## src/rtl/mul_pkg.sv

```systemverilog
// Shared types and helpers for the iterative shift-and-add multiplier.
package mul_pkg;

  typedef enum logic [1:0] {
    IDLE = 2'd0,
    BUSY = 2'd1,
    DONE = 2'd2
  } mul_state_e;

  // Counter must reach WIDTH without wrapping, hence WIDTH+1 states.
  function automatic int cnt_width(input int width);
    return $clog2(width + 1);
  endfunction

endpackage

```

## src/rtl/add.sv

```systemverilog
// Ripple-carry adder: S/Cout = A + B + Cin.
module add #(
  parameter int WIDTH = 4
) (
  input  logic [WIDTH-1:0] A,
  input  logic [WIDTH-1:0] B,
  input  logic             Cin,
  output logic [WIDTH-1:0] S,
  output logic             Cout
);

  logic [WIDTH:0] carry_s;

  assign carry_s[0] = Cin;

  for (genvar i = 0; i < WIDTH; i++) begin : g_fa
    assign S[i]         = A[i] ^ B[i] ^ carry_s[i];
    assign carry_s[i+1] = (A[i] & B[i]) | (carry_s[i] & (A[i] ^ B[i]));
  end

  assign Cout = carry_s[WIDTH];

endmodule

```

## src/rtl/shift_add_mul.sv

```systemverilog
// Iterative unsigned multiplier: one partial-product add per cycle through
// a single ripple-carry adder, with valid/ready handshakes on both sides.
module shift_add_mul
  import mul_pkg::*;
#(
  parameter int WIDTH = 4
) (
  input  logic               clk,
  input  logic               rst,
  input  logic               in_valid,
  output logic               in_ready,
  input  logic [WIDTH-1:0]   A,
  input  logic [WIDTH-1:0]   B,
  output logic               out_valid,
  input  logic               out_ready,
  output logic [2*WIDTH-1:0] P,
  output logic               busy
);

  localparam int CNT_W = cnt_width(WIDTH);
  localparam logic [CNT_W-1:0] LAST_CNT = CNT_W'(WIDTH - 1);
  localparam logic [CNT_W-1:0] CNT_ONE  = CNT_W'(1);

  mul_state_e         state_r, next_state_s;
  logic [WIDTH-1:0]   mcand_r, hi_r, lo_r;
  logic [CNT_W-1:0]   cnt_r;
  logic [2*WIDTH-1:0] p_r;
  logic               in_ready_r, out_valid_r, busy_r;

  logic [WIDTH-1:0]   gated_s, sum_s;
  logic               cout_s;
  logic [2*WIDTH-1:0] shifted_s;

  assign gated_s = lo_r[0] ? mcand_r : {WIDTH{1'b0}};

  add #(.WIDTH(WIDTH)) u_add (
    .A    (hi_r),
    .B    (gated_s),
    .Cin  (1'b0),
    .S    (sum_s),
    .Cout (cout_s)
  );

  // Carry-out re-enters at the top so the product stays exact.
  assign shifted_s = {cout_s, sum_s, lo_r[WIDTH-1:1]};

  // Next-state decode; in_ready is implied by being in IDLE.
  always_comb begin
    next_state_s = state_r;
    case (state_r)
      IDLE: begin
        if (in_valid) next_state_s = BUSY;
        else          next_state_s = IDLE;
      end
      BUSY: begin
        if (cnt_r == LAST_CNT) next_state_s = DONE;
        else                   next_state_s = BUSY;
      end
      DONE: begin
        if (out_ready) next_state_s = IDLE;
        else           next_state_s = DONE;
      end
      default: next_state_s = IDLE;
    endcase
  end

  // State register with handshake flags registered from the next state.
  always_ff @(posedge clk) begin
    if (rst) begin
      state_r     <= IDLE;
      in_ready_r  <= 1'b1;
      out_valid_r <= 1'b0;
      busy_r      <= 1'b0;
    end else begin
      state_r     <= next_state_s;
      in_ready_r  <= (next_state_s == IDLE);
      out_valid_r <= (next_state_s == DONE);
      busy_r      <= (next_state_s == BUSY);
    end
  end

  // Operand capture, shifting accumulator, iteration counter, product latch.
  always_ff @(posedge clk) begin
    if (rst) begin
      mcand_r <= {WIDTH{1'b0}};
      hi_r    <= {WIDTH{1'b0}};
      lo_r    <= {WIDTH{1'b0}};
      cnt_r   <= {CNT_W{1'b0}};
      p_r     <= {(2*WIDTH){1'b0}};
    end else begin
      case (state_r)
        IDLE: begin
          if (in_valid) begin
            mcand_r <= A;
            lo_r    <= B;
            hi_r    <= {WIDTH{1'b0}};
            cnt_r   <= {CNT_W{1'b0}};
          end
        end
        BUSY: begin
          {hi_r, lo_r} <= shifted_s;
          cnt_r        <= cnt_r + CNT_ONE;
          if (cnt_r == LAST_CNT) p_r <= shifted_s;
        end
        default: begin
        end
      endcase
    end
  end

  assign in_ready  = in_ready_r;
  assign out_valid = out_valid_r;
  assign busy      = busy_r;
  assign P         = p_r;

endmodule

```

## config.mk

```make
export PLATFORM = sky130hd
export DESIGN_NAME = shift_add_mul
export DESIGN_NICKNAME = d
export VERILOG_FILES = /design/src/rtl/mul_pkg.sv /design/src/rtl/add.sv /design/src/rtl/shift_add_mul.sv
export SDC_FILE = /design/constraint.sdc
export NUM_CORES = 1
export LEC_CHECK = 0
export CORE_UTILIZATION = 54
export DETAILED_ROUTE_END_ITERATION = 12
export HOLD_SLACK_MARGIN = 0.08
export PLACE_DENSITY = 0.82
export SLEW_MARGIN = 20
export SYNTH_ARGS = -nofsm -noshare
export SYNTH_HDL_FRONTEND = slang
export SYNTH_SLANG_ARGS = --single-unit
```

## constraint.sdc

```tcl
create_clock -name clk -period 4.75 [get_ports clk]
set_input_delay 1.425 -clock clk [delete_from_list [all_inputs] [get_ports clk]]
set_output_delay 1.425 -clock clk [all_outputs]
set_load 0.01 [all_outputs]
```

==> run_results.csv <==
group,metric,value,unit
die,die_w,49.8,um
clock_tree,cts_max_path_buffers,2,
clock_tree,clk_latency,0.32,ns
timing,maxSlewViolCount,0,
grt,grt_overflow,0,
power_and_ir_drop,total_power,0.409,mW
setup_path,critical-path-slowest-cell,"clkdlybuf4s50_1",
power_and_ir_drop,swShare,0.234,
setup_path,crit_buf_inv,1,
setup_path,critPathCaptureType,"primary output",
timing,timing.fmax,375,MHz
logic_synthesis,yosys_warnings,0,
power_and_ir_drop,p_switching,0.0956,mW
logic_synthesis,ys_ff_latch,28,
power_and_ir_drop,p_per_area,281,nW/um^2
grt,grt_max_degree,28,
setup_path,reg2reg_from,"lo_r[0]",
grt,antenna_found_initial,0,
die,rows,16,
clock_tree,cts.htree.levels,1,
final_layout,antenna_cells,0,
place,gp_congestion,0.798,
setup_path,start_kind,"register",
setup_path,cp.arrival,1.24,ns
setup_path,cp.required,3.32,ns
power_and_ir_drop,intPower,0.313,mW
route,route.met3.wl,84,um
logic_synthesis,synth_edf_count,0,
route,drc,0,
route,vias,900,
power_and_ir_drop,clockPowerShare,0.278,
die,dieArea,2480,um^2
final_layout,fillerInstances,164,
route,topRoutingLayerUsed,"met4",
route,detail-route-antenna-nets,0,
final_layout,drive_gt1_frac,0.108,
final_layout,syn_to_final_growth,17.7,%
job,maxCapViolations,0,
logic_synthesis,ys_types,29,
clock_tree,root_buffer,"clkbuf_4",
timing,rsz0062_at_grt,"no",
logic_synthesis,avgSynthCellArea,10.1,um^2
die,coreArea,2060,um^2
power_and_ir_drop,peakVddDrop,0.191,mV
final_layout,final_cell_mix,"dfxtp_1, clkdlybuf4s50_1, nor2_1, inv_1, mux2i_1",
logic_synthesis,synth.area.top_cells,"dfxtp_1, mux2i_1, fa_1",
route,drt_iter0_drc,13,
final_layout,final_common_cell,"dfxtp_1",
clock_tree,postCtsHoldBufs,0,
place,placed_cell_area,1420,um^2
logic_synthesis,synth_top_area_frac,0.454,
route,routed_via_density,5.42,
route,wl_met2,1.12,mm
logic_synthesis,ys.flop_type,"dfxtp_1",
place,post-dp-hpwl,1.66,mm
run_status,outcome,"complete, no violations",
setup_path,cp_cell_sequence,"clkdlybuf4s50_1",
setup_path,startpoint,"P[7]",
timing,finalSetupViolCount,0,
route,detail_route.wl_per_cell,13.6,um
clock_tree,ctsResizeCount,0,
timing,min_period,2.66,ns
timing,hold_violations,0,
place,pre_cts_ws,1.75,ns
route,wl_met1,1.01,mm
route,wirelength,2.26,mm
clock_tree,post_cts_buffers,0,
setup_path,path_class,"register to primary output",
setup_path,path_delay_family,"buffers and inverters",
setup_path,critical_path.max_stage_delay,0.54,ns
clock_tree,cts_tree,"built",
min_path,hold_path_class,"register to register",
logic_synthesis,async_flop_share,0,
logic_synthesis,seq_area_frac_synth,0.454,
die,initial_utilization,0.599,
setup_path,critPathMaxFanout,2,
timing,tns,0,ns
power_and_ir_drop,seqPwrFrac,0.615,
logic_synthesis,syn-cell-area,1230,um^2
route,first_pass_iters,4,
power_and_ir_drop,comb_power_share,0.107,
clock_tree,numCtsBuffers,3,
logic_synthesis,synth.largest_area_cell,"dfxtp_1",
logic_synthesis,netlist_instances,122,
timing,fin_ws,2.09,ns
min_path,hold_start,"mcand_r[2]",
logic_synthesis,synth_nets,140,
final_layout,final_nets,158,
clock_tree,cts_sinks,28,
die,pin_count,23,
grt,grt_pass1_wl,3.90,mm
final_layout,postLayoutCellArea,1450,um^2
die,dieHeight,49.8,um
grt,grtUsageTotal,0.206,
timing,final.setup_skew,0.00222,ns
grt,grt_pass1_vias,912,
power_and_ir_drop,cellLeakagePower,0.513,nW
timing,worst_slew_pin_slew,0.992,ns
place,io_buffers,22,
clock_tree,clkTransAtPathRegs,0.14,ns
timing,slew_headroom,0.336,
timing,fin_crit_sh,0.561,
-- flip-flops by register name (all words and copies together), names as in the netlist --
signal	flops
lo_r	4
out_valid	1
state_r	2
P	8
in_ready	1
hi_r	4
mcand_r	4
busy	1
cnt_r	3
-- final timing paths --
kind / endpoint / slack, ns / cells after the start
setup reg to reg: hi_r[2] / 2.30 / 8
hold / removal: mcand_r[2] / 0.49 / 2
hold reg to reg: mcand_r[2] / 0.49 / 2
setup / recovery: P[7] / 2.09 / 1
-- final cells by class --
cell class | count | area, um^2 | share of cell area
inverter | 8 | 30.0 | 0.0207
multi-input combinational | 77 | 573 | 0.394
sequential | 28 | 561 | 0.386
timing repair buffer | 22 | 220 | 0.151
tap | 27 | 33.8 | 0.0232
clock buffer | 4 | 36.3 | 0.0250
-- power by group through the flow --
stage          Combinational (mW)  Sequential (mW)  Clock [mW]
2_1_floorplan              0.0280            0.254           0
3_3_place_gp               0.0418            0.256           0
3_5_place_dp               0.0438            0.256           0
4_1_cts                    0.0440            0.251       0.116
5_1_grt                    0.0480            0.253       0.126
6_report                   0.0437            0.251       0.114
-- through the flow --
step	instances	utilization	hold slack, ns
finish	166	0.705	0.495
global placement	162	0.688	0.461
floorplan	122	-	0.449
global route	166	0.705	0.529
CTS	166	0.705	0.490
detailed placement	162	0.688	0.471
-- cell families (layout without fill, tap and decap cells) --
family / count (synthesis) / after routing / synth area share
compound gates: 28 / 28 / 0.182
mux: 8 / 8 / 0.0648
flops: 28 / 28 / 0.454
buf+inv: 17 / 34 / 0.0821
fa+ha+maj: 6 / 6 / 0.0790
simple gates: 35 / 35 / 0.138
-- cell usage after synthesis, drive strengths merged, types with 2 or more instances --
cell and count:
dfxtp 28, nor2 19, a211oi 9, inv 8, mux2i 8, buf 7
nand2 7, a2bb2oi 5, a21oi 4, nand2b 4, o21ai 4, fa 3
ha 3, clkbuf 2, nor3b 2, o21ba 2
-- routing by layer --
metal / global-route usage / vias to the layer above
li1: - / 445
met1: 0.250 / 428
met2: 0.367 / 23
met3: 0.0278 / 4
met4: 0.0714 / 0
met5: 0 / -
No activity file was read; power rests on OpenSTA's default activity.
